===== config.mk =====
export PLATFORM = sky130hd
export DESIGN_NAME = nibble_add_seq
export DESIGN_NICKNAME = d
export VERILOG_FILES = /design/src/rtl/nibble_add_seq.sv
export SDC_FILE = /design/constraint.sdc
export NUM_CORES = 1
export LEC_CHECK = 0
export ABC_AREA = 0
export ABC_CLOCK_PERIOD_IN_PS = 2400
export CAP_MARGIN = 0
export CORE_ASPECT_RATIO = 0.6
export CORE_UTILIZATION = 35
export CTS_CLUSTER_SIZE = 10
export DETAILED_ROUTE_END_ITERATION = 8
export GPL_TIMING_DRIVEN = 0
export HOLD_SLACK_MARGIN = 0.03
export PLACE_DENSITY_LB_ADDON = 0.1
export SLEW_MARGIN = 20
export SYNTH_ARGS = -nofsm -noshare
export SYNTH_HDL_FRONTEND = slang
export SYNTH_SLANG_ARGS = --single-unit

===== constraint.sdc =====
create_clock -name clk -period 2.4 [get_ports clk]
set_input_delay 0.36 -clock clk [delete_from_list [all_inputs] [get_ports clk]]
set_output_delay 0.36 -clock clk [all_outputs]
set_load 0.05 [all_outputs]

===== src/rtl/nibble_add_seq.sv =====
// nibble_add_seq: issues a WIDTH-bit add to a registered 4-bit adder,
// one nibble at a time (LSB first), chaining carries and assembling the sum.
module nibble_add_seq #(
   parameter int WIDTH     = 16,
   parameter int ADDER_LAT = 1
) (
   input  logic             clk,
   input  logic             rst,
   input  logic             start,
   input  logic [WIDTH-1:0] op_a,
   input  logic [WIDTH-1:0] op_b,
   input  logic             cin,
   output logic [3:0]       adder_a,
   output logic [3:0]       adder_b,
   output logic             adder_cin,
   input  logic [3:0]       adder_sum,
   input  logic             adder_cout,
   output logic             busy,
   output logic             done,
   output logic [WIDTH-1:0] result,
   output logic             cout,
   output logic             ovf
);

   localparam int NIB = WIDTH / 4;
   localparam int IW  = (NIB > 1) ? $clog2(NIB) : 1;
   localparam logic [IW-1:0] LAST    = IW'(NIB - 1);
   localparam logic [2:0]    CNT_END = 3'(ADDER_LAT - 1);

   typedef enum logic [1:0] {
      S_IDLE,
      S_ISSUE,
      S_WAIT
   } state_t;

   state_t           state_q;
   logic [WIDTH-1:0] a_q;
   logic [WIDTH-1:0] b_q;
   logic [IW-1:0]    idx_q;
   logic [IW-1:0]    idx_d;
   logic [2:0]       cnt_q;
   logic [3:0]       adder_a_q;
   logic [3:0]       adder_b_q;
   logic             adder_cin_q;
   logic             busy_q;
   logic             done_q;
   logic [WIDTH-1:0] result_q;
   logic             cout_q;
   logic             ovf_q;

   // Index of the nibble that follows the one currently in the adder.
   always_comb begin
      idx_d = idx_q + 1'b1;
   end

   // Sequencer FSM; every output is a register updated here.
   always_ff @(posedge clk or posedge rst) begin
      if (rst) begin
         state_q     <= S_IDLE;
         a_q         <= '0;
         b_q         <= '0;
         idx_q       <= '0;
         cnt_q       <= '0;
         adder_a_q   <= '0;
         adder_b_q   <= '0;
         adder_cin_q <= 1'b0;
         busy_q      <= 1'b0;
         done_q      <= 1'b0;
         result_q    <= '0;
         cout_q      <= 1'b0;
         ovf_q       <= 1'b0;
      end else begin
         done_q <= 1'b0;
         unique case (state_q)
            S_IDLE: begin
               if (start) begin
                  a_q         <= op_a;
                  b_q         <= op_b;
                  idx_q       <= '0;
                  adder_a_q   <= op_a[3:0];
                  adder_b_q   <= op_b[3:0];
                  adder_cin_q <= cin;
                  busy_q      <= 1'b1;
                  result_q    <= '0;
                  cout_q      <= 1'b0;
                  ovf_q       <= 1'b0;
                  state_q     <= S_ISSUE;
               end
            end
            S_ISSUE: begin
               cnt_q   <= '0;
               state_q <= S_WAIT;
            end
            S_WAIT: begin
               if (cnt_q == CNT_END) begin
                  result_q[{idx_q, 2'b00} +: 4] <= adder_sum;
                  if (idx_q != LAST) begin
                     idx_q       <= idx_d;
                     adder_a_q   <= a_q[{idx_d, 2'b00} +: 4];
                     adder_b_q   <= b_q[{idx_d, 2'b00} +: 4];
                     adder_cin_q <= adder_cout;
                     state_q     <= S_ISSUE;
                  end else begin
                     cout_q  <= adder_cout;
                     ovf_q   <= (a_q[WIDTH-1] == b_q[WIDTH-1]) &&
                                (adder_sum[3] != a_q[WIDTH-1]);
                     done_q  <= 1'b1;
                     busy_q  <= 1'b0;
                     state_q <= S_IDLE;
                  end
               end else begin
                  cnt_q <= cnt_q + 3'd1;
               end
            end
            default: state_q <= S_IDLE;
         endcase
      end
   end

   assign adder_a   = adder_a_q;
   assign adder_b   = adder_b_q;
   assign adder_cin = adder_cin_q;
   assign busy      = busy_q;
   assign done      = done_q;
   assign result    = result_q;
   assign cout      = cout_q;
   assign ovf       = ovf_q;

endmodule


* Word level (Yosys, flattened, before mapping) *
Cells that the tools add are included.

cells by class
  add/subtract/negate cells = 3
  multipliers = 0
  div/mod/pow operators = 0
  $lt $le $gt $ge = 0
  equal/unequal tests = 10
  shifts and indexed selects = 4
  multiplexer cells = 40
  bitwise operators = 0
  reductions and logical operators = 11

operator list
  cell                      count
  $mux W16                  2
  $pmux W16 S2              1
  $shiftx A16 B5 Y4         2
  $mux W4                   6
  $bwmux W16                1
  $pmux W4 S2               2
  $shift A4 B6 Y16 const A  1
  $shiftx A4 B6 Y16         1
  $mux W1                   15
  $ne A2 B2 Y1 const B      6
  $mux W2                   5
  $pmux W1 S2               4
  $reduce_and A4 Y1         2
  $neg A4 Y6                1
  $pmux W2 S3               1
  $pmux W3 S2               1
  $reduce_and A2 Y1         3
  $pmux W2 S2               1
  $reduce_bool A2 Y1        2
  $add A3 B1 Y3 const B     1
  $logic_not A3 Y1          1
  $mux W3                   1
  $reduce_and A3 Y1         1
  $add A2 B1 Y2 const B     1
  other kinds (6)           6

storage, ports and cells
  register bits after elaboration = 68
  bits in latches = 0
  memory bits (writable) = 0
  memory bits (read-only) = 0
  input port bits = 41
  output and inout bits = 29
  word-level logic and storage cells = 81
  memories = 0

* Depth between registers and ports, before layout *
Gate-level depths: netlist of the first run.

  word-level depth = 5
  gate-level depth with buffers = 7
  mapped depth without buffers = 5

* Worst setup path before layout of the first run *
No wires, ideal clock.

  path kind = reg2reg
  from = register idx_q[0]
  to = register adder_a_q[0], in the netlist adder_a[0]
  library setup time = 0.132 ns
  arrival time = 1.725 ns
  data required time = 2.268 ns
  slack = 0.543 ns
  cell stages (with the launch flop) = 7
  path buffers = 1
  clock period less this slack = 1.857 ns
  cell sequence = dfrtp_1 > inv_1 > ha_1 > buf_2 > mux2_2 > a221oi_1 > a2bb2oi_1

between the ends
  word-level cells in the longest chain between the ends = 5
  elaborated cells on any way between the ends = 8
  classes of those cells = add/sub: 1; eq/ne: 2; shift: 1; mux: 3; reduce/logical: 1

RTL lines
  item                    RTL line  text
  from (decl)             39        logic [IW-1:0] idx_q;
  from (signal assigned)  98        idx_q <= idx_d;
  $add A2 B1 Y2           53        idx_d = idx_q + 1'b1;
  $shiftx A16 B5 Y4       99        adder_a_q <= a_q[{idx_d, 2'b00} +: 4];
  $mux W4                 97        if (idx_q != LAST) begin
  $mux W4                 95        if (cnt_q == CNT_END) begin
  $pmux W4 S2             74        unique case (state_q)
  to (signal assigned)    80        adder_a_q <= op_a[3:0];
  to (signal assigned)    99
  to (decl)               42        logic [3:0] adder_a_q;

Several ways; a longest one is shown, not always the timed one. The select of a mux whose other input is x is not followed.
A chain may end at the register's enable or synchronous reset.

* Final worst setup path of the first run *
Ends and elaborated chain as after synthesis.

==> key figures, run 1 <==
Global routing
  • GRT overflow: 0
  • First-pass GRT wire length: 13,600 um
  • Initial antenna violation count: 0
  • Largest net degree at the start of global routing: 54
  • Total GRT Usage: 18.4%
  • Vias in the first global route: 2,427

Clocking
  • H-Tree Depth: 3
  • Clk buf depth: 2
  • Worst-Skew Late Latency: 0.33 ns
  • CTS tree: done
  • Clock transition at path regs: 0.06 ns
  • Clock sinks: just under 70
  • Post-CTS Resized: 0
  • Post-CTS setup buffer count: 0
  • TritonCTS Buffers: 9
  • CTS Root Cell: clkbuf_16
  • Hold Buf Count CTS: 0

Timing
  • WHS: roughly 0.3 ns
  • Fmax: 0.459 GHz
  • Rel. slew slack: 59.2%
  • Max-slew violations: 0
  • Setup violators final: 0
  • Worst Clk Skew: 0.00754 ns
  • Setup ws final: about 0.22 ns
  • Hold Violations, Final: 0
  • Final worst path period share: between 90% and 100%
  • RSZ-0062 raised after global routing: false
  • Post-route minimum period: 2.18 ns
  • Slew @ Worst Pin: 0.612 ns

Final layout
  • Post-Layout Inst Area: approximately 0.0046 mm2
  • # nets final: 381
  • Share of cells above drive strength 1: 27.0%
  • Diodes inserted: 0
  • Syn-to-layout area delta: 35.8%
  • Filler cells: 828

Synthesis
  • Cell Area, Synth: 0.00341 mm2
  • Post-Syn Nets: 300
  • Ys Warns: 0
  • Synth Instances: between 200 and 300
  • Yosys cell types: 40
  • Mean area per synthesized cell: approximately 14 um2
  • Synthesis-stage register bit count: 68
  • Register area share after synthesis: 49.9%

Status
  • Outcome: finished clean

Setup path
  • Kind of start point of the critical path: register
  • Worst Path Required: 2.60 ns
  • Worst setup EP type: register
  • Critical Path Fanout Max: 10
  • CP arrival: 2.38 ns
  • Worst r2r src: idx_q[0]
  • Slowest cell on crit path: dfrtp_1
  • R2R depth: 6
  • RR Endpoint: adder_a[0]
  • Reg2reg setup slack: 0.22 ns
  • CP cell instances: inv_1 -> ha_1 -> buf_2 -> mux2_2 -> a221oi_1 -> a2bb2oi_1
  • Crit-path max cell delay: 0.50 ns
  • Classification of the worst setup path: reg2reg

Pwr
  • Max VDD drop: 637 uV
  • PD cells: 1300 mW/mm2
  • Total power: 0.00600 W
  • Static Leak: roughly 2.0 nW

Drt
  • Drt initial violations: between 100 and 150
  • Iteration count of the initial detailed-routing pass: 4
  • Via/cell ratio: 5.03
  • Wirelength per Cell: 18.0 um
  • Post-route DRC violation count: 0
  • Total routed wirelength: 8420 um
  • Via count: 2,349
  • Detail Route Antenna Nets: 0

Floorplanning
  • Die area: 0.0101 mm2
  • Die Span X: 129 um
  • Chip height: 78.4 um
  • Core Footprint: 0.00932 mm2
  • IO Pins: 70
  • Starting Density: 36.5%
  • FP Rows: 27

Place
  • Setup WS pre-CTS: 0.204 ns
  • Port bufs: 69
  • Post-DP HPWL: 5900 um
  • Dpl cell area: approximately 0.0043 mm2
  • Gpl congestion: between 0.7 and 0.8

Job
  • Number of max-cap violations: 0

Min path
  • Hold Path Class: in2async
## state kept, by name, indices dropped and copies added, names as in the netlist
register / cells
a_q: 16
adder_a: 4
adder_b: 4
adder_cin: 1
b_q: 16
busy: 1
cnt_q: 3
cout: 1
done: 1
idx_q: 2
ovf: 1
result: 16
state_q: 2
## cell usage after synthesis
library cell	count	area (um2)
dfrtp_1	68	1700
mux2_4	27	405
mux2_2	24	270
nand2_1	10	37.5
inv_1	9	33.8
a221oi_1	8	70.1
a22oi_1	8	60.1
a2bb2oi_1	8	70.1
a32o_1	8	80.1
buf_2	8	40.0
ha_1	8	100
a22o_1	6	52.6
buf_6	6	67.6
mux2i_1	5	50.1
nand3_1	5	25.0
o21ai_0	5	25.0
nand2b_1	4	25.0
nor2b_1	4	25.0
clkbuf_1	3	11.3
a21o_1	2	15.0
a21oi_1	2	10.0
nand4bb_1	2	22.5
nor3_1	2	10.0
nor3b_2	2	25.0
or3b_4	2	22.5
a211o_1	1	8.76
a21oi_4	1	16.3
and3b_1	1	8.76
nand3b_1	1	7.51
nand3b_4	1	20.0
nand4b_1	1	8.76
nor3b_1	1	7.51
nor4b_1	1	8.76
nor4b_2	1	15.0
o211ai_1	1	7.51
o21ba_2	1	10.0
o221ai_1	1	8.76
o2bb2ai_1	1	8.76
or2_2	1	6.26
or3b_1	1	8.76
## cell families (layout without fill, tap and decap cells)
group                    Yosys count  after routing  share of synthesized area, %
adder cells (fa/ha/maj)            8              8                          2.94
AO/OA/AOI/OAI                     53             53                          13.0
AND/OR/NAND/NOR                   40             40                          8.34
buffers and inverters             26            112                          4.48
multiplexers                      56             56                          21.3
flip-flops                        68             68                          49.9
## per-layer routing
layer,wire [um],track usage [%],vias to the layer above,share of wire [%]
li1,-,-,1102,-
met1,4510,28.0,1180,54
met5,0,0,-,0
met3,405,6.54,8,4.8
met2,3420,23.3,59,41
met4,84,5.76,0,1.0
## layout by cell type, fill, tap and decap left out, types with 8 or more instances in the layout
master / synthesis / routed
clkdlybuf4s50_1: 0 / 69
dfrtp_1: 68 / 68
mux2_4: 27 / 27
mux2_2: 24 / 24
nand2_1: 10 / 10
clkbuf_16: 0 / 9
buf_2: 8 / 8
inv_1: 9 / 8
a32o_1: 8 / 8
a22oi_1: 8 / 8
a221oi_1: 8 / 8
a2bb2oi_1: 8 / 8
ha_1: 8 / 8
## where the power goes
part / switching (W) / total, W / leakage (nW) / internal (W)
logic: 0.00136 / 0.00271 / 1.01 / 0.00135
registers: 0.000259 / 0.00182 / 0.843 / 0.00156
clock network: 0.000477 / 0.00147 / 0.162 / 0.000995
total: 0.00209 / 0.00600 / 2.01 / 0.00390
## through the flow
step                      util (%)  instances  TNS, ns
after detailed placement      46.0        451        0
after floorplan                  -        251        0
final                         49.6        467        0
after global placement        45.7        450   -64.12
after global routing          49.6        467        0
after CTS                     49.6        467        0
## how the worst max path moves through the flow
stage                   from         end  slack, ns
floorplan                rst      a_q[0]       0.33
global placement         rst     a_q[15]      -0.95
detailed placement  idx_q[0]  adder_a[0]       0.20
finish              idx_q[0]  adder_a[0]       0.22
CTS                 idx_q[0]  adder_a[0]       0.19
global route        idx_q[0]  adder_a[2]       0.08
## cell type report
| cell class | count | area, um2 | share of cell area [%] |
|---|---|---|---|
| inverters | 9 | 36.3 | 0.784 |
| multi-input cells | 157 | 1550 | 33.5 |
| clock inverters | 3 | 67.6 | 1.46 |
| well taps | 130 | 163 | 3.51 |
| repair buffers | 70 | 718 | 15.5 |
| flip-flops and latches | 68 | 1700 | 36.8 |
| plain buffers | 17 | 119 | 2.57 |
| clock buffers | 13 | 270 | 5.84 |
## critical path: cells and delay by family (launching register included)
family          cells  cell delay [ns]
flops               1             0.50
buf+inv             2             0.44
compound gates      2             0.38
mux                 1             0.38
fa+ha+maj           1             0.34
Note: power is estimated with default switching activity, not from simulation.
==> run 2: changes to the inputs <==
CORE_MARGIN = 2   (was not set)
CORE_UTILIZATION = 51   (was 35)
REMOVE_ABC_BUFFERS = 1   (was not set)
==> key figures, run 2 (synthesis gave the netlist of run 1 again) <==
Global routing
  • Largest net degree at the start of global routing: 46
  • Initial antenna violation count: 0
  • GRT overflow: 0
  • Vias in the first global route: roughly 2,300
  • First-pass GRT wire length: 11,700 um
  • Total GRT Usage: 21.8%

Clocking
  • CTS Root Cell: clkbuf_8
  • Clock sinks: 68
  • Clk buf depth: 2
  • Hold Buf Count CTS: 0
  • TritonCTS Buffers: 9
  • Clock transition at path regs: about 0.070 ns
  • H-Tree Depth: 3
  • Worst-Skew Late Latency: about 0.35 ns
  • CTS tree: done

Timing
  • Post-route minimum period: 2.27 ns
  • Fmax: 0.441 GHz
  • Setup ws final: 0.134 ns
  • Hold Violations, Final: 0
  • Max-slew violations: 0
  • Setup violators final: 0
  • Final TNS setup: 0 ns
  • Slew @ Worst Pin: 0.658 ns
  • Worst Clk Skew: roughly 0.0062 ns
  • Rel. slew slack: between 50% and 60%
  • RSZ-0062 raised after global routing: false
  • Final worst path period share: 94.4%

Pwr
  • Sequential Power Share: 36.2%
  • Cell internal pwr: 0.00332 W
  • Net Switching: 0.00195 W
  • Max VDD drop: about 770 uV
  • PD cells: 1210 mW/mm2
  • Switching Share: 37.0%
  • Clock share of power: 16.8%
  • Static Leak: ~1.9 nW
  • Logic pwr share: a little under half

Setup path
  • Worst Path Required: 2.62 ns
  • RR Endpoint: adder_a[2]
  • Worst r2r src: idx_q[0]
  • R2R depth: 5
  • Kind of start point of the critical path: register
  • CP arrival: 2.49 ns
  • Classification of the worst setup path: reg2reg
  • Critical Path Fanout Max: 21
  • Reg2reg setup slack: 0.13 ns
  • Worst setup EP type: register

Floorplanning
  • Core Footprint: 0.00656 mm2
  • Die Span X: 110 um
  • IO Pins: 70
  • Starting Density: about half
  • Die area: 0.00737 mm2
  • Chip height: 67.3 um
  • FP Rows: 23

Final layout
  • Most frequent cells in the layout: 69 x clkdlybuf4s50_1, 67 x dfrtp_1, 27 x mux2_4
  • Filler cells: 518
  • Diodes inserted: 0
  • Syn-to-layout area delta: 28.2%
  • Share of cells above drive strength 1: 26.5%
  • # nets final: 369
  • Most common cell after layout, fill and taps aside: clkdlybuf4s50_1
  • Post-Layout Inst Area: ~0.0044 mm2

Drt
  • Detail Route Antenna Nets: 0
  • Total routed wirelength: 7230 um
  • Via count: roughly 2,300
  • Drt initial violations: between 90 and 100
  • Wirelength per Cell: 17.5 um
  • Via/cell ratio: 5.53
  • Post-route DRC violation count: 0
  • Iteration count of the initial detailed-routing pass: 4

Place
  • Gpl congestion: about 0.75
  • Port bufs: 69
  • Setup WS pre-CTS: -0.0740 ns
  • Post-DP HPWL: 4900 um
  • Dpl cell area: 0.00414 mm2

Min path
  • Hold Path Class: in2async

Job
  • Number of max-cap violations: 0

Status
  • Outcome: finished clean
[run 2: changes by cell type in the layout (fill, tap and decap cells not counted), moves of 2 or more]
cell and change:
clkbuf_16 -9, clkbuf_8 +9, buf_2 -8, buf_6 -6, buf_4 +4, clkbuf_1 -4
clkinv_2 +3, bufinv_16 -2
[run 2: per-layer routing]
layer | track usage [%] | share of wire, %
met4 | 8.07 | 1.7
met2 | 31.6 | 44
met5 | 0 | 0
met1 | 30.7 | 50
met3 | 6.85 | 4.9
[run 2: repair_timing]
item                                   CTS  global route
resized for setup                        1             2
endpoints found under the hold margin    0             0
pin swaps                                0             1
setup endpoints to repair                7             8
gates cloned                             0             0
setup buffers                            0             4
[run 2: area by class of cell]
class	count	area [um2]	share of cell area [%]
Clock buffer	12	165	3.78
Clock inverter	4	22.5	0.516
Inverter	9	36.3	0.831
Multi-Input combinational cell	157	1560	35.8
Sequential cell	68	1700	39.0
Tap cell	87	109	2.49
Timing Repair Buffer	75	768	17.6
[run 2: how the worst max path moves through the flow]
| stage | startpoint | endpoint | depth (start not counted) |
|---|---|---|---|
| finish | idx_q[0] | adder_a[2] | 5 |
| global route | idx_q[0] | idx_q[0] | 4 |
| CTS | state_q[0] | result[3] | 3 |
| detailed placement | idx_q[0] | adder_b[2] | 5 |
| global placement | state_q[0] | a_q[5] | 2 |
| floorplan | state_q[0] | a_q[15] | 2 |
[run 2: worst max-delay path: stages, from the launching register on]
cell and delay (ns):
dfrtp_1 0.52, inv_1 0.14, ha_2 0.70, mux2_2 0.40, a221oi_1 0.26, a2bb2oi_1 0.11
[run 2: power by group through the flow]
stage          Sequential [W]  Combinational (W)  Clock [W]
2_1_floorplan         0.00215            0.00152          0
3_3_place_gp          0.00190            0.00239          0
3_5_place_dp          0.00191            0.00242          0
4_1_cts               0.00190            0.00243   0.000910
5_1_grt               0.00197            0.00263   0.000970
6_report              0.00191            0.00248   0.000886
[run 2: through the flow]
stage / hold slack (ns) / utilization (%) / power [W] / std cells
2_1_floorplan: 0.476 / - / 0.00366 / 234
3_3_place_gp: 0.490 / 62.3 / 0.00429 / 390
3_5_place_dp: 0.479 / 63.1 / 0.00433 / 392
4_1_cts: 0.331 / 66.0 / 0.00523 / 408
5_1_grt: 0.360 / 66.6 / 0.00557 / 412
6_report: 0.327 / 66.6 / 0.00527 / 412
